[src/rtl/uart_rx_ctrl.sv]
// UART receive sequencer: synchronizes the line, validates the start bit, paces
// mid-bit shift strobes for an external 9-bit shift register and buffers frames.
module uart_rx_ctrl #(
  parameter int CLKS_PER_BIT = 10
) (
  input  logic       clk,
  input  logic       rst,
  input  logic       serial_in,
  input  logic       data_read,
  input  logic [7:0] packet_data,
  input  logic       stop_bit,
  output logic       sr_serial_in,
  output logic       shift_strobe,
  output logic [7:0] rx_data,
  output logic       data_ready,
  output logic       overrun_error,
  output logic       framing_error,
  output logic       busy
);

  localparam int HALF = CLKS_PER_BIT / 2;
  localparam int TW   = $clog2(CLKS_PER_BIT);

  localparam logic [TW-1:0] T_ONE      = TW'(1);
  localparam logic [TW-1:0] T_HALF_END = TW'(HALF - 1);
  localparam logic [TW-1:0] T_PRE_END  = TW'(CLKS_PER_BIT - 2);
  localparam logic [TW-1:0] T_BIT_END  = TW'(CLKS_PER_BIT - 1);

  localparam logic [2:0] S_IDLE      = 3'd0;
  localparam logic [2:0] S_START_CHK = 3'd1;
  localparam logic [2:0] S_RECV      = 3'd2;
  localparam logic [2:0] S_STOP_CHK  = 3'd3;
  localparam logic [2:0] S_LOAD      = 3'd4;

  logic          r_sync1;
  logic          r_sync2;
  logic          r_prev;
  logic [2:0]    r_state;
  logic [TW-1:0] r_timer;
  logic [3:0]    r_bit_cnt;
  logic          r_shift_strobe;
  logic [7:0]    r_rx_data;
  logic          r_data_ready;
  logic          r_overrun;
  logic          r_framing;

  logic w_fall;
  logic w_load;

  assign w_fall = r_prev & ~r_sync2;
  assign w_load = (r_state == S_LOAD);

  // NOTE: every register here is updated with <= so all reads within a clock
  // see the pre-edge value, matching the flop-to-flop timing of the hardware.
  always_ff @(posedge clk) begin
    if (rst) begin
      r_sync1 <= 1'b1;
      r_sync2 <= 1'b1;
      r_prev  <= 1'b1;
    end else begin
      r_sync1 <= serial_in;
      r_sync2 <= r_sync1;
      r_prev  <= r_sync2;
    end
  end

  // Strobe is registered one count early so it is high while the timer sits at
  // the last count of the bit, which is where the bit counter advances.
  always_ff @(posedge clk) begin
    if (rst) begin
      r_state        <= S_IDLE;
      r_timer        <= '0;
      r_bit_cnt      <= 4'd0;
      r_shift_strobe <= 1'b0;
      r_framing      <= 1'b0;
    end else begin
      r_shift_strobe <= (r_state == S_RECV) && (r_timer == T_PRE_END);
      case (r_state)
        S_IDLE: begin
          if (w_fall) begin
            r_state <= S_START_CHK;
            r_timer <= '0;
          end
        end
        S_START_CHK: begin
          if (r_timer == T_HALF_END) begin
            if (!r_sync2) begin
              r_framing <= 1'b0;
              r_timer   <= '0;
              r_bit_cnt <= 4'd0;
              r_state   <= S_RECV;
            end else begin
              r_state <= S_IDLE;
            end
          end else begin
            r_timer <= r_timer + T_ONE;
          end
        end
        S_RECV: begin
          if (r_timer == T_BIT_END) begin
            r_timer   <= '0;
            r_bit_cnt <= r_bit_cnt + 4'd1;
            if (r_bit_cnt == 4'd8) r_state <= S_STOP_CHK;
          end else begin
            r_timer <= r_timer + T_ONE;
          end
        end
        S_STOP_CHK: begin
          if (stop_bit) begin
            r_state <= S_LOAD;
          end else begin
            r_framing <= 1'b1;
            r_state   <= S_IDLE;
          end
        end
        S_LOAD:  r_state <= S_IDLE;
        default: r_state <= S_IDLE;
      endcase
    end
  end

  // A load in the same cycle as a host read takes priority over the read.
  always_ff @(posedge clk) begin
    if (rst) begin
      r_rx_data    <= 8'h00;
      r_data_ready <= 1'b0;
      r_overrun    <= 1'b0;
    end else if (w_load) begin
      r_rx_data    <= packet_data;
      r_data_ready <= 1'b1;
      r_overrun    <= r_data_ready & ~data_read;
    end else if (data_read) begin
      r_data_ready <= 1'b0;
      r_overrun    <= 1'b0;
    end
  end

  assign sr_serial_in  = r_sync2;
  assign shift_strobe  = r_shift_strobe;
  assign rx_data       = r_rx_data;
  assign data_ready    = r_data_ready;
  assign overrun_error = r_overrun;
  assign framing_error = r_framing;
  assign busy          = (r_state != S_IDLE);

endmodule

[config.mk]
export PLATFORM = sky130hd
export DESIGN_NAME = uart_rx_ctrl
export DESIGN_NICKNAME = d
export VERILOG_FILES = /design/src/rtl/uart_rx_ctrl.sv
export SDC_FILE = /design/constraint.sdc
export NUM_CORES = 1
export LEC_CHECK = 0
export CAP_MARGIN = 10
export CORE_ASPECT_RATIO = 0.75
export CORE_MARGIN = 1
export CORE_UTILIZATION = 44
export DETAILED_ROUTE_END_ITERATION = 10
export PLACE_DENSITY = 0.74
export SETUP_SLACK_MARGIN = 0.05
export SYNTH_ARGS = -nofsm -noshare
export SYNTH_HDL_FRONTEND = slang
export SYNTH_SLANG_ARGS = --single-unit
[constraint.sdc]
create_clock -name clk -period 1.43 [get_ports clk]
set_input_delay 0.2145 -clock clk [delete_from_list [all_inputs] [get_ports clk]]
set_output_delay 0.2145 -clock clk [all_outputs]
set_load 0.03 [all_outputs]
==> impl_metrics.toml, run 1 <==
[finish]
syn_to_final_growth_pct = 37.62
drive_gt1_share_pct = 28.25
nNetsFinal = 196
fillers = 232
antenna_cells = 0
fin_cells = 213

[sta]
slew_violations = 0
hold_slack_ns = 0.4233
setup-violations-final = 2
setup_slack_ns = -0.06188
min_period_ns = 1.492
grt_setup_unrepaired = "yes"
fmax_mhz = 670.3
timing.final.crit_share_pct = 104.3
finClkSkew_ns = 0.002005
finalHoldViolations = 0
worst_pin_slew_ns = 0.4482
relSlewSlack_pct = 69.70

[synth]
syn_avg_cell_area_um2 = 8.892
synthTopCellsByArea = "dfxtp_1, nand2_1, a21oi_1"
yosysWarnings = 0
synth_cells = 141
synth_top_area_cell = "dfxtp_1"
yosys.area.top_type_share_pct = 41.52
ys_seq_area_share_pct = 41.52
syn_area_um2 = 1254
yosysUniqueCellTypes = 42
synth_nets = 159
ys_ff_latch = 26

[global_routing]
grt_pass1_wl_um = 4443
grtUsageTotal_pct = 19.62
antenna_found_initial = 0
grt_max_degree = 16
grt-ovfl-total = 0
grt_pass1_vias = 981

[cts]
root_buffer = "clkbuf_8"
htree_levels = 1
cts_buffers = 3
clock_path_buffers = 2
path_clk_slew_ns = 0.09
clock_sinks = 26
cts_setup_buffers = 0
clk_latency_ns = 0.27
cts_tree = "built"
hold_buffers = 0

[routing]
viasPerCell = 5.122
ant_nets = 0
drt-total-wl_um = 2871
first_iter_violations = 20
drc_errors = 0
vias = 1091
dr.pass1.iters = 4
post_drt_wl_per_cell_um = 13.48

[critical_path]
cpPeakStageDelay_ns = 0.38
cp_top_family = "flip-flops"
worstReg2RegStart = "r_timer[0]"
cp.arrival_ns = 1.66
critPathLaunch = "r_timer[0]"
critPathBufInv = 1
setup.worst_path.end_class = "flop"
crit_type = "flop to flop"
crit_chain = "inv_2, ha_4, and3b_2, and3_4, o21ba_4, mux2_4"
start_kind = "flop"
cp_data_required_time_ns = 1.59
cp_max_fo = 3
crit_path_top_delay_cell = "dfxtp_4"

[floorplanning]
num_rows = 16
coreArea_um2 = 2663
die_h_um = 48.23
start_util_pct = 47.09
dieArea_um2 = 3069
die_w_um = 63.64
boundaryPins = 27

[placed_design]
dp_hpwl_um = 2130
gp_congestion = 0.7794
place_inst = 209
portBuffers = 26

[power]
power_density_nw_per_um2 = 804.3
vdd_drop_max_mv = 0.4965
p_leak_nw = 0.6736
fin_total_pwr_mw = 1.388

[hold_path]
hold_class = "flop to flop"
worstHoldStart = "r_sync1"

[status]
status = "complete, but fails checks"
violations = "setup timing"

[job]
cap_violations = 0
-- placed cells by master (no fill, tap or decap), types with 3 or more instances in the layout --
cell type         n
ha_1              3
a21oi_1          15
nand3_1           4
nand2_1          23
inv_1             3
clkbuf_8          3
clkdlybuf4s50_1  12
or2_2             3
dfxtp_4           3
o21ai_1           3
buf_4            13
dlygate4sd2_1    13
nor3_1            6
nor2_1            7
dfxtp_1          21
-- sequential cells by signal (all words and copies together), names as in the netlist --
register / cells
overrun_error: 1
rx_data: 8
r_sync1: 1
r_state: 3
sr_serial_in: 1
r_timer: 4
r_prev: 1
shift_strobe: 1
framing_error: 1
r_bit_cnt: 4
data_ready: 1
-- power breakdown --
group | internal, mW | switching, mW
clock | 0.304 | 0.227
sequential | 0.727 | 0.00971
combinational | 0.0713 | 0.0486
-- cell type report --
cell class                      instances  area, um^2  share of cell area, %
Tap cell                               36       45.04                  2.611
Sequential cell                        26       534.3                  30.96
Inverter                                6       25.02                  1.450
Multi-Input combinational cell        103       723.2                  41.91
Clock buffer                            4       66.31                  3.843
Timing Repair Buffer                   38       331.6                  19.22
-- stage by stage --
stage	area (um^2)	util [%]	setup WS, ns	TNS, ns
global placement	1619	60.81	0.01789	0
CTS	1682	63.16	-0.02564	-0.03786
global route	1725	64.80	-0.08589	-0.3292
finish	1725	64.80	-0.06188	-0.07076
detailed placement	1619	60.81	-0.01484	-0.02524
floorplan	1271	-	0.02296	0
-- what timing repair did --
item | 4_1_cts | 5_1_grt
pin swaps | 4 | 5
hold endpoints to repair | 0 | 0
cloned | 0 | 0
gates resized for setup | 21 | 12
setup endpoints to repair | 23 | 13
-- final timing paths --
path	slack [ns]	endpoint	cells past startpoint
max	-0.06	r_timer[0]	6
min reg2reg	0.42	sr_serial_in	1
max reg2reg	-0.06	r_timer[0]	6
min	0.42	sr_serial_in	1
-- metal layers --
layer  vias up  wire, um  global-route usage (%)
met5         -         0                       0
met4         0        13                   4.091
met3         2       119                   6.075
met2        23      1457                   37.87
met1       509      1281                   22.30
li1        557         -                       -
-- cells in the mapped netlist, drive strengths merged --
cell type  count
dfxtp         26
nand2         23
a21oi         16
nor2           9
nor3           8
inv            6
ha             5
o21ai          5
nand3          4
nor3b          4
or2            4
buf            3
clkbuf         3
a21bo          2
a31oi          2
and3b          2
nand2b         2
o22ai          2
or2b           2
a22o           1
a22oi          1
and2           1
and3           1
and4bb         1
mux2           1
mux2i          1
nand3b         1
nand4b         1
nor4b          1
o21ba          1
or3b           1
or4bb          1
-- kinds of logic after synthesis --
| logic type | synth area share (%) |
|---|---|
| adders and majority gates | 4.990 |
| muxes | 1.996 |
| DFF | 41.52 |
| AOI/OAI and AO/OA | 15.27 |
| buffers and inverters | 5.389 |
| and+or+nand+nor | 30.84 |
Note: power is estimated with default switching activity, not from simulation.
==> inputs of run 2 (changes only) <==
- CAP_MARGIN: 10 -> 30
==> results of run 2 <==
The final DEF is identical to that of run 1; final timing and power are the same.
